<file path="config.mk">
export PLATFORM = sky130hd
export DESIGN_NAME = sar_avg_decim
export DESIGN_NICKNAME = d
export VERILOG_FILES = /design/src/rtl/sar_pkg.sv /design/src/rtl/sar_res_reg.sv /design/src/rtl/sar_avg_decim.sv
export SDC_FILE = /design/constraint.sdc
export NUM_CORES = 1
export LEC_CHECK = 0
export ABC_AREA = 0
export BUFFER_PORTS_ARGS = -buffer_cell sky130_fd_sc_hd__buf_4
export CORE_MARGIN = 2
export CORE_UTILIZATION = 46
export DETAILED_ROUTE_END_ITERATION = 10
export GPL_TIMING_DRIVEN = 0
export PLACE_DENSITY = 0.76
export SYNTH_ARGS = -nofsm -noshare
export SYNTH_HDL_FRONTEND = slang
export SYNTH_SLANG_ARGS = --single-unit
</file>
<file path="constraint.sdc">
create_clock -name clk -period 4.6 [get_ports clk]
set_input_delay 0.92 -clock clk [delete_from_list [all_inputs] [get_ports clk]]
set_output_delay 0.92 -clock clk [all_outputs]
set_load 0.005 [all_outputs]
</file>
<file path="src/rtl/sar_pkg.sv">
// Shared types and defaults for the SAR oversampling averager/decimator.
package sar_pkg;

  typedef enum logic {
    ST_IDLE = 1'b0,
    ST_ACC  = 1'b1
  } state_e;

  localparam int OSR_LOG2_MAX_DEF = 3;
  localparam int OSR_SEL_W        = 2;

endpackage : sar_pkg

</file>
<file path="src/rtl/sar_res_reg.sv">
// Valid/ready result holding register with sticky drop flag for sar_avg_decim.
module sar_res_reg #(
  parameter int DW = 8
) (
  input  logic          clk,
  input  logic          rst,
  input  logic          idle_i,
  input  logic          load_i,
  input  logic [DW-1:0] data_i,
  input  logic          res_ready_i,
  output logic          res_valid_o,
  output logic [DW-1:0] res_data_o,
  output logic          ovf_o
);

  logic          valid_q, valid_d;
  logic [DW-1:0] data_q,  data_d;
  logic          ovf_q,   ovf_d;
  logic          accept;

  assign accept = valid_q && res_ready_i;

  always_comb begin
    valid_d = valid_q;
    data_d  = data_q;
    ovf_d   = ovf_q;
    if (load_i) begin
      // A completing result may replace the old one only when the slot frees this cycle.
      if (!valid_q || res_ready_i) begin
        valid_d = 1'b1;
        data_d  = data_i;
      end else begin
        ovf_d = 1'b1;
      end
    end else if (accept) begin
      valid_d = 1'b0;
    end
    if (idle_i) ovf_d = 1'b0;
  end

  // NOTE: the data register is reset too so res_data reads 0 after reset, not stale data.
  always_ff @(posedge clk) begin
    if (rst) begin
      valid_q <= 1'b0;
      data_q  <= '0;
      ovf_q   <= 1'b0;
    end else begin
      valid_q <= valid_d;
      data_q  <= data_d;
      ovf_q   <= ovf_d;
    end
  end

  assign res_valid_o = valid_q;
  assign res_data_o  = data_q;
  assign ovf_o       = ovf_q;

endmodule : sar_res_reg

</file>
<file path="src/rtl/sar_avg_decim.sv">
// Averages 2^osr_sel consecutive SAR codes and emits one truncated mean per window.
module sar_avg_decim
  import sar_pkg::*;
#(
  parameter int DW           = 8,
  parameter int OSR_LOG2_MAX = OSR_LOG2_MAX_DEF
) (
  input  logic                 clk,
  input  logic                 rst,
  input  logic                 en,
  input  logic [OSR_SEL_W-1:0] osr_sel,
  input  logic                 smp_valid,
  input  logic [DW-1:0]        smp_data,
  output logic                 res_valid,
  output logic [DW-1:0]        res_data,
  input  logic                 res_ready,
  output logic                 ovf
);

  localparam int AW = DW + OSR_LOG2_MAX;
  localparam int CW = OSR_LOG2_MAX;

  state_e               state_q, state_d;
  logic [AW-1:0]        acc_q,   acc_d;
  logic [CW-1:0]        cnt_q,   cnt_d;
  logic [OSR_SEL_W-1:0] osr_q,   osr_d;

  logic [AW-1:0]        sum;
  logic [CW-1:0]        last_cnt;
  logic [OSR_SEL_W-1:0] osr_clamp;
  logic [DW-1:0]        result;
  logic                 done;

  assign sum       = acc_q + AW'(smp_data);
  assign last_cnt  = CW'((1 << osr_q) - 1);
  assign osr_clamp = (int'(osr_sel) > OSR_LOG2_MAX) ? OSR_SEL_W'(OSR_LOG2_MAX) : osr_sel;
  assign result    = DW'(sum >> osr_q);

  // NOTE: every next-state signal gets its hold value first so no path infers a latch.
  always_comb begin
    state_d = state_q;
    acc_d   = acc_q;
    cnt_d   = cnt_q;
    osr_d   = osr_q;
    done    = 1'b0;
    unique case (state_q)
      ST_IDLE: begin
        acc_d = '0;
        cnt_d = '0;
        if (en) begin
          state_d = ST_ACC;
          osr_d   = osr_clamp;
        end
      end
      ST_ACC: begin
        if (!en) begin
          state_d = ST_IDLE;
          acc_d   = '0;
          cnt_d   = '0;
        end else if (smp_valid) begin
          if (cnt_q == last_cnt) begin
            // Window closes: clear and pick up the ratio for the next window.
            done  = 1'b1;
            acc_d = '0;
            cnt_d = '0;
            osr_d = osr_clamp;
          end else begin
            acc_d = sum;
            cnt_d = cnt_q + CW'(1);
          end
        end
      end
      default: state_d = ST_IDLE;
    endcase
  end

  // NOTE: state registers use non-blocking assignment so all flops update together.
  always_ff @(posedge clk) begin
    if (rst) begin
      state_q <= ST_IDLE;
      acc_q   <= '0;
      cnt_q   <= '0;
      osr_q   <= '0;
    end else begin
      state_q <= state_d;
      acc_q   <= acc_d;
      cnt_q   <= cnt_d;
      osr_q   <= osr_d;
    end
  end

  sar_res_reg #(.DW(DW)) u_res_reg (
    .clk         (clk),
    .rst         (rst),
    .idle_i      (state_q == ST_IDLE),
    .load_i      (done),
    .data_i      (result),
    .res_ready_i (res_ready),
    .res_valid_o (res_valid),
    .res_data_o  (res_data),
    .ovf_o       (ovf)
  );

endmodule : sar_avg_decim

</file>
==> summary.txt <==
Outcome
  • Status: completed

Clocking
  • CTS Buf Count: 3
  • Post-CTS Repair Setup Buffers: 0
  • Post-CTS Hold Buffers: 0
  • Root Driver: clkbuf_8
  • Clock latency on the worst-skew pair: 270 ps
  • H-tree Lvls: 1
  • Clk buf depth: 2
  • PostCTS Resize Cnt: 0
  • CTS tree: built
  • CTS clock-pin slew for the worst setup and hold paths: 100 ps
  • Clock sink count: 27

Min path
  • Worst min path class: reg2reg
  • Hold_sp: u_res_reg.res_data_o[0]$_SDFFE_PP0P_

STA
  • Tcrit/Tclk final: 66.9%
  • Min Tclk post-route: 3080 ps
  • Hold Fails Final Rpt: 0
  • Final setup violation count: 0
  • Final setup margin: 1520 ps
  • Total negative slack: 0 ps
  • Unrepaired setup endpoints after global routing: no
  • Final Skew: 1.14 ps
  • FMAX: 325 MHz
  • Rel. slew slack: 63.9%
  • Final Slew Violations: 0
  • Slew @ Worst Pin: 541 ps

Logic synthesis
  • EDFF count, synth: 0
  • Leading post-synthesis cells by cell area: dfxtp_1 (30%), ha_1 (6.2%), nor2_1 (4.7%), a21oi_1 (4.1%), a22oi_1 (4.1%)
  • Synth area leader: dfxtp_1
  • Synth Cell Area: 0.00182 mm2
  • Post-synthesis cell type count: 53
  • Synth async-reset ratio: 0%
  • Main flop type after synthesis: dfxtp_1
  • Syn nets: 230
  • FF+latch count, synth: 27
  • Ys Warns: 0
  • Avg Cell Area, Syn: 8.87 um2
  • Register area share after synthesis: 29.7%
  • Post-synthesis instance total: 205
  • Share of the synthesized area in the top cell type: 29.7%

Final layout
  • Area Growth Syn to Fin: 15.9%
  • Fin area: 0.00211 mm2
  • # diodes: 0
  • Layout cells sized above 1: 21.9%
  • Fill cells: 370
  • Nets: 259

Critical path
  • Crit Path Class: in2reg
  • Crit path capture type: register
  • Worst path slowest cell: mux4_2
  • Critical Path Fanout Max: 6
  • CP cell instances: buf_4, ha_1, fa_1, a21o_1, a21oi_1, o221a_2, xnor2_1, mux4_2, o21a_1
  • Beginning of the worst register-to-register path: acc_q[0]$_SDFFE_PP0P_
  • Critical path origin: smp_data[0]
  • Arr. time, crit path: 3250 ps
  • WP data required: 4780 ps
  • Startpoint types: input port
  • Delay of the slowest cell on the worst path: 480 ps

Global route
  • GRT Overall Usage: 20.4%
  • Vias in the first global route: 1509
  • First-pass GRT wire length: 7070 um
  • Largest net degree at the start of global routing: 17
  • Gr ovfl total: 0
  • Antenna violations before repair: 0

Routing
  • Drt first pass iters: 4
  • Drt via density: 5.74
  • Via count: 1612
  • DRT antenna net count: 0
  • Initial DRC Count: 60
  • DRC violations left: 0
  • Per-cell routed wire length: 14.6 um
  • Drt total wl: 4100 um

Floorplanning
  • Die H: 66.9 um
  • Starting Density: 48.6%
  • Chip width: 66.9 um
  • Die footprint: 0.00447 mm2
  • Core box area: 0.00374 mm2
  • Rows: 22
  • # IOs: 25

Placement
  • Cell area after placement: 0.00206 mm2
  • PortBufs: 24
  • DP HPWL: 3160 um
  • Placement Setup Slack: 1250 ps
  • Gpl congestion: 0.907

Power and ir drop
  • Power Density: 221 mW/mm2
  • Total design power: 0.000466 W
  • Leak: 0.908 nW
  • Peak VDD IR: 0.0935 mV

Job
  • Max-cap violation count: 0
==> state kept, by name, summed over array words and instances, names as in the netlist <==
signal                 cells
state_q                    1
u_res_reg.res_data_o       8
acc_q                     11
u_res_reg.ovf_o            1
cnt_q                      3
u_res_reg.res_valid_o      1
osr_q                      2
==> power by group <==
group / internal (W) / leakage, nW / switching, W
clock: 0.0000615 / 0.0217 / 0.0000788
sequential: 0.000238 / 0.218 / 0.00000273
combinational: 0.0000406 / 0.668 / 0.0000450
==> path summary, 6_finish.rpt <==
kind	cells after the start	endpoint	slack, ps
max reg2reg	8	u_res_reg.res_data_o[6]$_SDFFE_PP0P_	1960
min	2	u_res_reg.res_data_o[0]$_SDFFE_PP0P_	460
max	9	u_res_reg.res_data_o[6]$_SDFFE_PP0P_	1520
min reg2reg	2	u_res_reg.res_data_o[0]$_SDFFE_PP0P_	460
==> per-stage QoR <==
stage / hold slack [ps] / cells / utilization [%]
floorplan: 453 / 205 / -
global placement: 444 / 277 / 55.0
detailed placement: 449 / 277 / 55.0
CTS: 464 / 281 / 56.3
global route: 494 / 281 / 56.3
finish: 461 / 281 / 56.3
==> critical path: cells and delay by family <==
kind	cells	cell delay (ps)
adder cells (fa/ha/maj)	2	650
buffers and inverters	1	110
XOR/XNOR	1	100
AO/OA/AOI/OAI	4	990
multiplexers	1	480
==> cell type report <==
cell class / count / area, um2 / share of cell area (%)
Multi-Input combinational cell: 162 / 1170 / 55.7
Sequential cell: 27 / 541 / 25.6
Timing Repair Buffer: 24 / 180 / 8.55
Buffer: 11 / 86.3 / 4.09
Tap cell: 48 / 60.1 / 2.85
Clock buffer: 3 / 41.3 / 1.96
Inverter: 5 / 18.8 / 0.890
Clock inverter: 1 / 7.51 / 0.356
==> cells by family (layout without fill, tap and decap cells) <==
family | Yosys count | after routing | share of synthesized area [%]
simple gates | 75 | 75 | 22.0
flops | 27 | 27 | 29.7
mux | 11 | 11 | 9.08
buf+inv | 16 | 44 | 5.78
xor+xnor | 6 | 6 | 2.89
fa+ha+maj | 10 | 10 | 7.29
compound gates | 60 | 60 | 23.2
==> synthesized netlist by cell type, types with 2 or more instances <==
library cell / count
a211oi_1: 2
a21o_1: 7
a21oi_1: 15
a22oi_1: 10
a31oi_1: 3
and3_1: 2
and3_2: 2
buf_2: 2
buf_6: 3
clkbuf_1: 4
clkbuf_8: 2
dfxtp_1: 27
ha_1: 9
inv_1: 4
mux2i_1: 6
mux4_2: 3
nand2_1: 12
nand3_1: 6
nand3b_1: 4
nand4_1: 2
nor2_1: 23
nor2b_1: 2
nor3_1: 7
nor4_1: 2
o211ai_1: 2
o21a_1: 3
o21ai_0: 7
o221a_2: 2
or2b_2: 2
or3_1: 2
or3b_1: 2
xnor2_1: 4
xor2_1: 2
==> layer usage <==
layer	part of all wire (%)	vias to the layer above	track usage (%)
met4	0.81	0	5.36
met5	0	-	0
met1	49	753	27.6
li1	-	818	-
met3	3.8	4	2.03
met2	46	37	34.5
==> cell usage in the layout (no fill, tap or decap), types with 6 or more instances in the layout <==
cell     count
dfxtp_1     27
o21ai_0      7
mux2i_1      6
a22oi_1     10
a21o_1       7
a21oi_1     15
buf_4       24
nor2_1      23
nor3_1       7
ha_1         9
nand2_1     12
nand3_1      6
No activity file was read; power rests on OpenSTA's default activity.
